**config.mk**
```make
export PLATFORM = sky130hd
export DESIGN_NAME = hazard_control_unit
export DESIGN_NICKNAME = d
export VERILOG_FILES = /design/src/rtl/pipeline_pkg.sv /design/src/rtl/sat_counter.sv /design/src/rtl/hazard_control_unit.sv
export SDC_FILE = /design/constraint.sdc
export NUM_CORES = 1
export LEC_CHECK = 0
export ABC_AREA = 1
export CORE_AREA = 3 3 100 102
export DETAILED_ROUTE_END_ITERATION = 8
export DIE_AREA = 0 0 103 105
export MAX_ROUTING_LAYER = met4
export PLACE_DENSITY_LB_ADDON = 0.15
export SETUP_SLACK_MARGIN = 0.02
export SLEW_MARGIN = 0
export SYNTH_ARGS = -nofsm -noshare
export SYNTH_HDL_FRONTEND = slang
export SYNTH_HIERARCHICAL = 1
export SYNTH_SLANG_ARGS = --single-unit
```
**constraint.sdc**
```tcl
create_clock -name i_clock -period 5.2 [get_ports i_clock]
set_clock_uncertainty 0.2 [all_clocks]
set_input_delay 1.04 -clock i_clock [delete_from_list [all_inputs] [get_ports i_clock]]
set_output_delay 1.04 -clock i_clock [all_outputs]
set_load 0.1 [all_outputs]
```
**src/rtl/pipeline_pkg.sv**
```systemverilog
// Shared definitions for the pipeline hazard sequencer: FSM encoding,
// register-index constants and default parameter values.
package pipeline_pkg;

  typedef enum logic [1:0] {
    StRun     = 2'd0,
    StMemWait = 2'd1,
    StMdBusy  = 2'd2
  } hcu_state_e;

  localparam logic [4:0]  REG_X0         = 5'd0;
  localparam int unsigned CNT_W_DEF      = 32;
  localparam int unsigned MD_TIMEOUT_DEF = 64;
  localparam int unsigned TMO_W_DEF      = 7;

endpackage

```
**src/rtl/sat_counter.sv**
```systemverilog
// Saturating up-counter with enable and asynchronous active-low clear.
module sat_counter #(
  parameter int unsigned W = 32
) (
  input  logic         i_clock,
  input  logic         i_reset_n,
  input  logic         i_en,
  output logic [W-1:0] o_count
);

  logic [W-1:0] r_count;

  always_ff @(posedge i_clock or negedge i_reset_n) begin
    if (!i_reset_n) begin
      r_count <= '0;
    end else if (i_en && (r_count != '1)) begin
      r_count <= r_count + 1'b1;
    end
  end

  assign o_count = r_count;

endmodule

```
**src/rtl/hazard_control_unit.sv**
```systemverilog
// Pipeline sequencer: stall/flush generation for load-use, redirects, data-memory
// waits and MUL/DIV occupancy, plus saturating stall/flush performance counters.
module hazard_control_unit
  import pipeline_pkg::*;
#(
  parameter int unsigned CNT_W      = CNT_W_DEF,
  parameter int unsigned MD_TIMEOUT = MD_TIMEOUT_DEF,
  parameter int unsigned TMO_W      = TMO_W_DEF
) (
  input  logic             i_clock,
  input  logic             i_reset_n,
  input  logic [4:0]       i_id_rs1,
  input  logic [4:0]       i_id_rs2,
  input  logic             i_id_use_rs1,
  input  logic             i_id_use_rs2,
  input  logic             i_ex_memread,
  input  logic [4:0]       i_ex_rd,
  input  logic             i_ex_redirect,
  input  logic             i_ex_md_start,
  input  logic             i_md_done,
  input  logic             i_dmem_req,
  input  logic             i_dmem_ready,
  output logic             o_pc_stall,
  output logic             o_ifid_stall,
  output logic             o_ifid_flush,
  output logic             o_idex_stall,
  output logic             o_idex_flush,
  output logic             o_exmem_stall,
  output logic             o_exmem_flush,
  output logic             o_md_timeout,
  output logic [CNT_W-1:0] o_stall_cycles,
  output logic [CNT_W-1:0] o_flush_events
);

  hcu_state_e       r_state, w_state_d;
  logic [TMO_W-1:0] r_md_cnt, w_md_cnt_d;
  logic             r_md_timeout, w_md_timeout_d;

  logic w_mem_wait, w_load_use;
  logic w_pc_stall, w_ifid_stall, w_ifid_flush, w_idex_stall, w_idex_flush;
  logic w_exmem_stall, w_exmem_flush;

  assign w_mem_wait = i_dmem_req & ~i_dmem_ready;
  assign w_load_use = i_ex_memread & (i_ex_rd != REG_X0) &
                      ((i_id_use_rs1 & (i_id_rs1 == i_ex_rd)) |
                       (i_id_use_rs2 & (i_id_rs2 == i_ex_rd)));

  always_comb begin
    w_state_d      = r_state;
    w_md_cnt_d     = r_md_cnt;
    w_md_timeout_d = r_md_timeout;
    w_pc_stall     = 1'b0;
    w_ifid_stall   = 1'b0;
    w_ifid_flush   = 1'b0;
    w_idex_stall   = 1'b0;
    w_idex_flush   = 1'b0;
    w_exmem_stall  = 1'b0;
    w_exmem_flush  = 1'b0;
    unique case (r_state)
      StRun: begin
        if (w_mem_wait) begin
          {w_pc_stall, w_ifid_stall, w_idex_stall, w_exmem_stall} = 4'b1111;
          w_state_d = StMemWait;
        end else if (i_ex_md_start && !i_md_done) begin
          {w_pc_stall, w_ifid_stall, w_idex_stall, w_exmem_flush} = 4'b1111;
          w_state_d  = StMdBusy;
          w_md_cnt_d = TMO_W'(1);
        end else if (i_ex_redirect) begin
          // Redirect wins over load-use: the dependent instruction is squashed.
          {w_ifid_flush, w_idex_flush} = 2'b11;
        end else if (w_load_use) begin
          {w_pc_stall, w_ifid_stall, w_idex_flush} = 3'b111;
        end
      end
      StMemWait: begin
        {w_pc_stall, w_ifid_stall, w_idex_stall, w_exmem_stall} = 4'b1111;
        if (i_dmem_ready) w_state_d = StRun;
      end
      StMdBusy: begin
        if (w_mem_wait) begin
          // MEM stage blocked: freeze everything, MUL/DIV cycle count held.
          {w_pc_stall, w_ifid_stall, w_idex_stall, w_exmem_stall} = 4'b1111;
        end else if (i_md_done) begin
          w_state_d = StRun;
        end else if (r_md_cnt == TMO_W'(MD_TIMEOUT)) begin
          w_md_timeout_d = 1'b1;
          w_state_d      = StRun;
        end else begin
          {w_pc_stall, w_ifid_stall, w_idex_stall, w_exmem_flush} = 4'b1111;
          w_md_cnt_d = r_md_cnt + 1'b1;
        end
      end
      default: w_state_d = StRun;
    endcase
  end

  always_ff @(posedge i_clock or negedge i_reset_n) begin
    if (!i_reset_n) begin
      r_state      <= StRun;
      r_md_cnt     <= '0;
      r_md_timeout <= 1'b0;
    end else begin
      r_state      <= w_state_d;
      r_md_cnt     <= w_md_cnt_d;
      r_md_timeout <= w_md_timeout_d;
    end
  end

  // Gate with reset so inputs cannot raise controls while reset is held.
  assign o_pc_stall    = w_pc_stall    & i_reset_n;
  assign o_ifid_stall  = w_ifid_stall  & i_reset_n;
  assign o_ifid_flush  = w_ifid_flush  & i_reset_n;
  assign o_idex_stall  = w_idex_stall  & i_reset_n;
  assign o_idex_flush  = w_idex_flush  & i_reset_n;
  assign o_exmem_stall = w_exmem_stall & i_reset_n;
  assign o_exmem_flush = w_exmem_flush & i_reset_n;
  assign o_md_timeout  = r_md_timeout;

  sat_counter #(.W(CNT_W)) u_stall_cnt (
    .i_clock   (i_clock),
    .i_reset_n (i_reset_n),
    .i_en      (o_pc_stall),
    .o_count   (o_stall_cycles)
  );

  sat_counter #(.W(CNT_W)) u_flush_cnt (
    .i_clock   (i_clock),
    .i_reset_n (i_reset_n),
    .i_en      (o_idex_flush),
    .o_count   (o_flush_events)
  );

endmodule

```
# After elaboration in Yosys (flattened, before gate mapping)
# Cells that the tools add are included.
# W data, S select, Z words.
dict set report op_classes {
  n_addsub 3
  eq_ne 15
  n_mux 37
  bitwise 15
  n_reduce_logical 11
}
# cell count
set op_table {}
lappend op_table {{$add A32 B1 Y32 const B} 2}
lappend op_table {{$ne A32 B32 Y1 const B} 2}
lappend op_table {{$mux W7} 5}
lappend op_table {{$mux W1} 20}
lappend op_table {{$pmux W7 S2} 1}
lappend op_table {{$mux W2} 6}
lappend op_table {{$ne A2 B2 Y1 const B} 6}
lappend op_table {{$and A1 B1 Y1} 11}
lappend op_table {{$eq A5 B5 Y1} 2}
lappend op_table {{$reduce_and A4 Y1} 2}
lappend op_table {{$add A7 B1 Y7 const B} 1}
lappend op_table {{$eq A7 B7 Y1 const B} 1}
lappend op_table {{$ne A3 B3 Y1 const B} 2}
lappend op_table {{$pmux W1 S3} 2}
lappend op_table {{$pmux W2 S3} 1}
lappend op_table {{$reduce_and A6 Y1} 1}
lappend op_table {{$reduce_bool A5 Y1} 1}
lappend op_table {{$pmux W1 S2} 2}
lappend op_table {{$logic_and A1 B1 Y1} 3}
lappend op_table {{$not A1 Y1} 3}
lappend op_table {{$eq A2 B1 Y1 const B} 1}
lappend op_table {{$eq A2 B2 Y1 const B} 1}
lappend op_table {{$logic_not A2 Y1} 1}
lappend op_table {{$reduce_bool A2 Y1} 1}
lappend op_table {{other kinds (3)} 3}
dict set report word_totals {
  ff_bits 74
  inputBits 25
  output_inout_bits 72
  elab_cells 86
}

# Longest topological paths before layout
# Gate-level depths: netlist of the first run.
dict set report logic_depth {
  ltp_word 11
  ltp_mapped 16
  mapped_depth_nobuf 16
}

# Modules after synthesis
# Netlist of the first run, hierarchy kept.
# mod n_inst cells_per_inst area_each_um2 seq_area_each_um2
set by_module_without_submodules {}
lappend by_module_without_submodules {{sat_counter at u_flush_cnt} 1 333 2190.9 800.8}
lappend by_module_without_submodules {{sat_counter at u_stall_cnt} 1 321 2108.3 800.8}
lappend by_module_without_submodules {hazard_control_unit 1 154 958.4 250.2}

# Worst setup path after synthesis of the first run
# No wires, ideal clock.
dict set report synth_path {
  path_type {in2out}
  from {input port i_ex_rd[3]}
  to {output port o_pc_stall}
  t_arrival_ns 4.760
  required_time_ns 3.960
  setup_slack_ns -0.800
  path_stages 9
  n_path_buf 1
  path_cell_list {inv_1 nand2_1 nand2_1 nor2_1 nand3_1 nand2_1 nand2_1 o21ai_0 buf_4}
}
dict set report synth_via {
  elab_chain_len 10
  word_cells_on_any_way 14
  cone_classes {eq/ne: 2; mux: 5; bitwise: 6; reduce/logical: 1}
}
# element line_no
set synth_lines {}
lappend synth_lines {{start: declaration} hazard_control_unit.sv:17} ;# input logic [4:0] i_ex_rd,
lappend synth_lines {{$eq A5 B5 Y1, on equally long branches} {hazard_control_unit.sv:45, hazard_control_unit.sv:46}}
lappend synth_lines {{$and A1 B1 Y1, on equally long branches} {hazard_control_unit.sv:45, hazard_control_unit.sv:46}}
lappend synth_lines {{$or A1 B1 Y1} hazard_control_unit.sv:45} ;# ((i_id_use_rs1 & (i_id_rs1 == i_ex_rd)) |
lappend synth_lines {{$and A1 B1 Y1 (*)} hazard_control_unit.sv:44} ;# assign w_load_use = i_ex_memread & (i_ex_rd != REG_X0) &
lappend synth_lines {{$mux W1 (*) (4 in series)} --}
lappend synth_lines {{$pmux W1 S3 (*)} --}
lappend synth_lines {{$and A1 B1 Y1 (*)} --}
lappend synth_lines {{end: declaration} hazard_control_unit.sv:23} ;# output logic o_pc_stall,
# Every way passes the cells marked *; elsewhere a longest branch is shown, timed or not.

# Worst setup path in the final report of the first run
dict set report layout_path {
  from {input port i_ex_rd[0]}
  to {output port o_ifid_stall}
}
dict set report layout_via {
  elab_chain_len 10
  word_cells_on_any_way 14
  cone_classes {eq/ne: 2; mux: 5; bitwise: 6; reduce/logical: 1}
}
# element line_no
set layout_lines {}
lappend layout_lines {{$eq A5 B5 Y1, on equally long branches} {hazard_control_unit.sv:45, hazard_control_unit.sv:46}}
lappend layout_lines {{$and A1 B1 Y1, on equally long branches} {hazard_control_unit.sv:45, hazard_control_unit.sv:46}}
lappend layout_lines {{$or A1 B1 Y1} hazard_control_unit.sv:45}
lappend layout_lines {{$and A1 B1 Y1 (*)} hazard_control_unit.sv:44}
lappend layout_lines {{$mux W1 (*)} hazard_control_unit.sv:71} ;# end else if (w_load_use) begin
lappend layout_lines {{$mux W1 (*)} hazard_control_unit.sv:68} ;# end else if (i_ex_redirect) begin
lappend layout_lines {{$mux W1 (*)} hazard_control_unit.sv:64} ;# end else if (i_ex_md_start && !i_md_done) begin
lappend layout_lines {{$mux W1 (*)} hazard_control_unit.sv:61} ;# if (w_mem_wait) begin
lappend layout_lines {{$pmux W1 S3 (*)} hazard_control_unit.sv:59} ;# unique case (r_state)
lappend layout_lines {{$and A1 B1 Y1 (*)} hazard_control_unit.sv:111} ;# assign o_ifid_stall = w_ifid_stall & i_reset_n;
lappend layout_lines {{end: declaration} hazard_control_unit.sv:24} ;# output logic o_ifid_stall,
# Marked as above.

==> impl_metrics.env, run 1 <==
export IMPL_run_status="finished, final reports clean"
export IMPL_via_per_inst=5.469
export IMPL_placed_area_mm2=0.006241
export IMPL_first_pass_grt_wire_length_mm=23.54
export IMPL_pwr_share_clk=0.270
export IMPL_power_combinational_fraction=0.339
export IMPL_ir_drop_v=0.0004544
export IMPL_totalNegativeSetupSlack_ps=0
export IMPL_drt_first_pass_iters=5
export IMPL_postSynthNetCount=837
export IMPL_final_design_area_no_fill_mm2=0.006446
export IMPL_final_min_period_over_clock_period=0.8322
export IMPL_static_leakage_nw=2.824
export IMPL_yosysWarningCount=6
export IMPL_detailedRoute_firstIterationViolations=389
export IMPL_overflow=0
export IMPL_layout_min_cycle_time_ps=4327
export IMPL_area_of_the_core_mm2=0.009196
export IMPL_cts_reportedPaths_clkPinSlew_ps=60
export IMPL_synthesis_area_per_instance_um2=6.507
export IMPL_power_density_mw_per_mm2=270.7
export IMPL_cap_viol_max_count=0
export IMPL_final_hold_viol_count=0
export IMPL_final_critical_path_setup_slack_ps=872.8
export IMPL_grt_setup_unrepaired="false"
export IMPL_criticalPathCategory="input port to output port"
export IMPL_timing_rr_start="r_md_cnt[0]$_DFFE_PN0P_"
export IMPL_critical_path_top_delay_family="buffers and inverters"
export IMPL_critical_path_max_stage_delay_ps=580
export IMPL_drt_wl_total_mm=13.80
export IMPL_power_switching_mw=0.7312
export IMPL_global_route_usage_total=0.2725
export IMPL_route_detailed_wl_per_inst_um=13.53
export IMPL_initial_cell_density_of_the_core=0.5717
export IMPL_synthFlopType="dfrtp_1"
export IMPL_worst_r2r_setup_slack_ps=2150
export IMPL_power_frac_seq=0.391
export IMPL_worst_path_maximum_fanout=6
export IMPL_ratio_of_cells_with_drive_above_1_in_the_final_layout=0.08251
export IMPL_ctsLongestPathBuffers=2
export IMPL_postSynth_asyncResetShare=1.000
export IMPL_critical_path_startpoint="i_ex_rd[0]"
export IMPL_cp_required_ps=3960
export IMPL_internal_power_mw=1.014
export IMPL_post_cts_resized=0
export IMPL_worstSetupEndpoint="o_ifid_stall"
export IMPL_cts_root_buf="clkbuf_8"
export IMPL_tritoncts="done"
export IMPL_die_x_um=103
export IMPL_netlist_instances=808
export IMPL_r2r_worst_path_cells=16
export IMPL_initial_antenna_violation_count=0
export IMPL_synthToLayoutAreaGrowth_pct=22.61
export IMPL_hold_buffers=0
export IMPL_antenna_left=0
export IMPL_drc=0
export IMPL_finalSetupViolations=0
export IMPL_critical_path_n_buffers_inverters=3
export IMPL_grt_max_degree=50
export IMPL_sequential_cell_area_fraction_in_the_yosys_report=0.3522
export IMPL_cp_num_cells=10
export IMPL_cts_repair_timing_setup_buffer_count=0
export IMPL_maxSlewViolCount=0
export IMPL_synth_seq_cells=74
export IMPL_synth_lib_cells_used_distinct=31
export IMPL_transition_time_at_the_pin_with_the_least_slew_margin_ps=994.6
export IMPL_layoutNonFillerInstCount=1020
export IMPL_dp_cells=1004
export IMPL_sw_frac_of_total=0.4191
export IMPL_detailedPlacementHpwl_mm=10.34
export IMPL_die_area_mm2=0.01082
export IMPL_crit_arrival_ps=3090
export IMPL_max_freq_mhz=231.1
export IMPL_synth_edff_count=0
export IMPL_worstSkewPairLatency_ps=350
export IMPL_critical_path_reg2reg_endpoint="u_stall_cnt/o_count[15]$_DFFE_PN0P_"
export IMPL_slew_limit_headroom=0.3348
export IMPL_cp_common_cell="nand2_1"
export IMPL_h_tree_depth=3
export IMPL_final_core_util=0.7010
export IMPL_crit_path_cell_trace="clkdlybuf4s50_1, inv_1, nand2_1, nand2_1, nor2_1, nand3_1, nand2_1, nand2_1, o21ai_1, buf_4"
export IMPL_placement_io_buffers=96
export IMPL_startpoint_type="input port"
export IMPL_summed_instance_area_of_the_synthesized_netlist_mm2=0.005258
export IMPL_numCtsBuffers=9
export IMPL_rows=35
export IMPL_crit_path_end_kind="output port"
export IMPL_design_portCount=97
export IMPL_die_height_um=105
export IMPL_pre_cts_slack_ps=883.2
export IMPL_n_diodes=0
export IMPL_first_global_vias=5309
export IMPL_via_count=5578
export IMPL_place_gp_congestion=0.9358
export IMPL_slowest_stage="o21ai_1"
export IMPL_worst_hold_path_type="flop to flop"
export IMPL_num_nets_final=933
export IMPL_cts_sinks=74
## cell usage in the layout, fill, tap and decap left out, types with 2 or more instances in the layout
cell	Yosys	layout
inv_2	4	4
o21bai_1	2	2
dfrtp_1	74	74
nand2_2	14	14
xnor2_1	12	12
clkinvlp_4	0	2
a21oi_1	3	3
o21ai_0	10	9
o21ai_2	7	7
nor2_4	8	8
clkbuf_8	0	11
nand3_2	2	2
nor2_2	8	8
nor3_1	4	4
xor2_1	3	3
ha_1	4	4
buf_4	2	9
nand4_1	25	25
nand3b_1	16	16
clkdlybuf4s50_1	0	88
nand2_4	3	3
nor2_1	117	117
inv_1	86	86
nand3_1	57	57
nand2_1	330	330
## worst min-delay path by stage
stage / cells after the start / to / startpoint / slack [ps]
after detailed placement: 1 / o_md_timeout$_DFFE_PN0P_ / o_md_timeout$_DFFE_PN0P_ / 280
after CTS: 1 / o_md_timeout$_DFFE_PN0P_ / o_md_timeout$_DFFE_PN0P_ / 300
final: 1 / o_md_timeout$_DFFE_PN0P_ / o_md_timeout$_DFFE_PN0P_ / 290
after global routing: 1 / o_md_timeout$_DFFE_PN0P_ / o_md_timeout$_DFFE_PN0P_ / 300
after global placement: 1 / o_md_timeout$_DFFE_PN0P_ / o_md_timeout$_DFFE_PN0P_ / 270
after floorplan: 2 / r_md_cnt[6]$_DFFE_PN0P_ / r_md_cnt[6]$_DFFE_PN0P_ / 340
## power by group through the flow
stage	sequential (mW)	clock [mW]	combinational, mW
2_1_floorplan	0.920	0	0.221
3_3_place_gp	0.691	0	0.582
3_5_place_dp	0.692	0	0.592
4_1_cts	0.682	0.482	0.594
5_1_grt	0.692	0.509	0.626
6_report	0.683	0.470	0.591
## state kept, by name, indices dropped and copies added, names as in the netlist
register,count
u_flush_cnt/o_count,32
u_stall_cnt/o_count,32
r_md_cnt,7
r_state,2
o_md_timeout,1
## synthesized netlist by cell type, types with 8 or more instances
cell | number | area (um^2)
dfrtp_1 | 74 | 1852
inv_1 | 86 | 322.8
nand2_1 | 330 | 1239
nand2_2 | 14 | 87.58
nand3_1 | 57 | 285.3
nand3b_1 | 16 | 120.1
nand4_1 | 25 | 156.4
nor2_1 | 117 | 439.2
nor2_2 | 8 | 50.05
nor2_4 | 8 | 90.09
o21ai_0 | 10 | 50.05
xnor2_1 | 12 | 105.1
## layout make-up
cell class | count | area [um^2]
Clock buffer | 12 | 155.1
Clock inverter | 4 | 50.05
Fill cell | 771 | 2750
Inverter | 90 | 337.8
Multi-Input combinational cell | 631 | 2944
Sequential cell | 74 | 1852
Tap cell | 111 | 138.9
Timing Repair Buffer | 98 | 968.4
## layer usage
layer	vias to the layer above	wire [um]	GRT usage
met4	0	448	0.1101
met3	53	827	0.04806
met1	2577	5715	0.3308
met5	-	0	-
met2	242	6812	0.4436
li1	2706	-	-
## per-stage QoR
| step | hold slack, ps | power, mW |
|---|---|---|
| 4_1_cts | 295.1 | 1.758 |
| 3_5_place_dp | 279.9 | 1.284 |
| 3_3_place_gp | 273.6 | 1.273 |
| 6_report | 285.4 | 1.745 |
| 5_1_grt | 301.1 | 1.827 |
| 2_1_floorplan | 342.1 | 1.141 |
## worst register-to-register path, delay by kind of cell (launching register included)
family / cells / cell delay (ps)
AOI/OAI and AO/OA: 2 / 520
buffers and inverters: 3 / 380
DFF: 1 / 440
and+or+nand+nor: 10 / 1200
adders and majority gates: 1 / 200
## cells by family after synthesis
group / count (synthesis) / synth area share
AND/OR/NAND/NOR: 587 / 0.4936
buffers and inverters: 103 / 0.08781
flip-flops: 74 / 0.3522
AO/OA/AOI/OAI: 25 / 0.03189
XOR/XNOR: 15 / 0.02499
adder cells (fa/ha/maj): 4 / 0.009520
No activity file was read; power rests on OpenSTA's default activity.
==> run 2: changes to the inputs <==
CORE_AREA = 3 3 109 111   (was 3 3 100 102)
DIE_AREA = 0 0 112 114   (was 0 0 103 105)
clock period = 3.7 ns   (was 5.2 ns; I/O delays follow)
==> run 2 against run 1 <==
Flip-flop and latch count did not move. Sequential share of layout area is 0.23 points higher. Setup slack worse by 410 ps. Combinational power rose by 43%. Via count fell by 2.6%. Global-route usage decreased by 3.4 points. Critical path depth rose by 1. First-iteration DRC count rose by 2.6%. Register-to-register slack got worse by 1200 ps. Die area rose by 18%. Hold slack lost 200 ps. Sequential power up 41%.
==> impl_metrics.env, run 2 (same netlist as run 1, synthesis figures left out) <==
export IMPL_via_count=5433
export IMPL_max_freq_mhz=308.8
export IMPL_grt_setup_unrepaired="false"
export IMPL_totalNegativeSetupSlack_ps=0
export IMPL_finalSetupViolations=0
export IMPL_power_density_mw_per_mm2=377.3
export IMPL_die_height_um=114
export IMPL_drc=0
export IMPL_detailedRoute_firstIterationViolations=399
export IMPL_placed_area_mm2=0.006212
export IMPL_final_core_util=0.5873
export IMPL_most_common_layout_cells="nand2_1 (330), nor2_1 (117), inv_1 (86)"
export IMPL_first_global_vias=5076
export IMPL_pre_cts_slack_ps=323.5
export IMPL_first_pass_grt_wire_length_mm=24.03
export IMPL_final_min_period_over_clock_period=0.8753
export IMPL_worst_hold_path_type="input port to async pin"
export IMPL_cts_repair_timing_setup_buffer_count=0
export IMPL_ratio_of_cells_with_drive_above_1_in_the_final_layout=0.1557
export IMPL_layout_cells_most_common="nand2_1"
export IMPL_post_cts_resized=0
export IMPL_overflow=0
export IMPL_run_status="finished, final reports clean"
export IMPL_hold_buffers=0
export IMPL_area_of_the_core_mm2=0.01089
export IMPL_design_portCount=97
export IMPL_final_hold_viol_count=0
export IMPL_drt_first_pass_iters=5
export IMPL_synthToLayoutAreaGrowth_pct=21.63
export IMPL_global_route_usage_total=0.2380
export IMPL_ir_drop_v=0.0005287
export IMPL_grt_max_degree=57
export IMPL_num_nets_final=936
export IMPL_worst_path_maximum_fanout=6
export IMPL_placement_io_buffers=96
export IMPL_drt_wl_total_mm=14.54
export IMPL_initial_antenna_violation_count=0
export IMPL_cts_root_buf="clkbuf_8"
export IMPL_static_leakage_nw=2.987
export IMPL_criticalPathCategory="input port to output port"
export IMPL_tritoncts="done"
export IMPL_h_tree_depth=3
export IMPL_detailedPlacementHpwl_mm=11.09
export IMPL_cts_reportedPaths_clkPinSlew_ps=80
export IMPL_dp_cells=1036
export IMPL_place_gp_congestion=0.9936
export IMPL_cts_sinks=74
export IMPL_maxSlewViolCount=0
export IMPL_cap_viol_max_count=0
export IMPL_via_per_inst=5.164
export IMPL_final_critical_path_setup_slack_ps=461.5
export IMPL_cp_required_ps=2760
export IMPL_crit_path_end_kind="output port"
export IMPL_route_detailed_wl_per_inst_um=13.82
export IMPL_antenna_left=0
export IMPL_n_diodes=0
export IMPL_hold_slack_ps=81.33
export IMPL_layoutNonFillerInstCount=1052
export IMPL_fin_total_pwr_mw=2.412
export IMPL_startpoint_type="input port"
export IMPL_layout_min_cycle_time_ps=3239
export IMPL_slew_limit_headroom=0.5120
export IMPL_initial_cell_density_of_the_core=0.4829
export IMPL_final_design_area_no_fill_mm2=0.006395
export IMPL_worstSkewPairLatency_ps=360
export IMPL_rows=38
export IMPL_crit_arrival_ps=2300
export IMPL_die_area_mm2=0.01277
export IMPL_transition_time_at_the_pin_with_the_least_slew_margin_ps=732.0
export IMPL_die_x_um=112
export IMPL_ctsLongestPathBuffers=2
export IMPL_numCtsBuffers=9
[run 2: final timing paths]
check,start,endpoint,slack [ps],cells past startpoint
setup / recovery,i_ex_rd[2],o_pc_stall,460,11
hold / removal,i_reset_n,u_flush_cnt/o_count[1]$_DFFE_PN0P_,80,1
setup reg to reg,r_md_cnt[0]$_DFFE_PN0P_,u_stall_cnt/o_count[15]$_DFFE_PN0P_,930,17
hold reg to reg,o_md_timeout$_DFFE_PN0P_,o_md_timeout$_DFFE_PN0P_,310,1
max in group asynchronous,i_reset_n,u_stall_cnt/o_count[10]$_DFFE_PN0P_,2170,2
min in group i_clock,o_md_timeout$_DFFE_PN0P_,o_md_timeout$_DFFE_PN0P_,310,1
[run 2: worst max-delay path, stage by stage]
cell and delay [ps]:
clkdlybuf4s50_1 520, inv_1 90, nand2_1 60, nand2_1 40, nor2_1 90, nand3_1 80
nand2_1 70, nand2_1 60, o21ai_1 120, buf_4 220, buf_12 190
[run 2: layout make-up]
class	count	area [um^2]
Clock buffer	14	172.7
Tap cell	140	175.2
Multi-Input combinational cell	631	2944
Clock inverter	2	10.01
Inverter	90	337.8
Sequential cell	74	1852
Timing Repair Buffer	101	903.4
Fill cell	1060	4493
[run 2: metal layers]
layer  track usage  vias up  part of all wire
li1              -     2712                 -
met3       0.03926       18             0.056
met2        0.3709      164              0.47
met1        0.3198     2539              0.46
met4       0.07692        0             0.012
met5             -        -                 0
[run 2: power breakdown]
part | leakage (nW) | internal [mW] | total (mW) | switching, mW
combinational | 1.87 | 0.215 | 0.847 | 0.632
sequential | 1.02 | 0.868 | 0.964 | 0.0959
clock | 0.0965 | 0.297 | 0.601 | 0.304
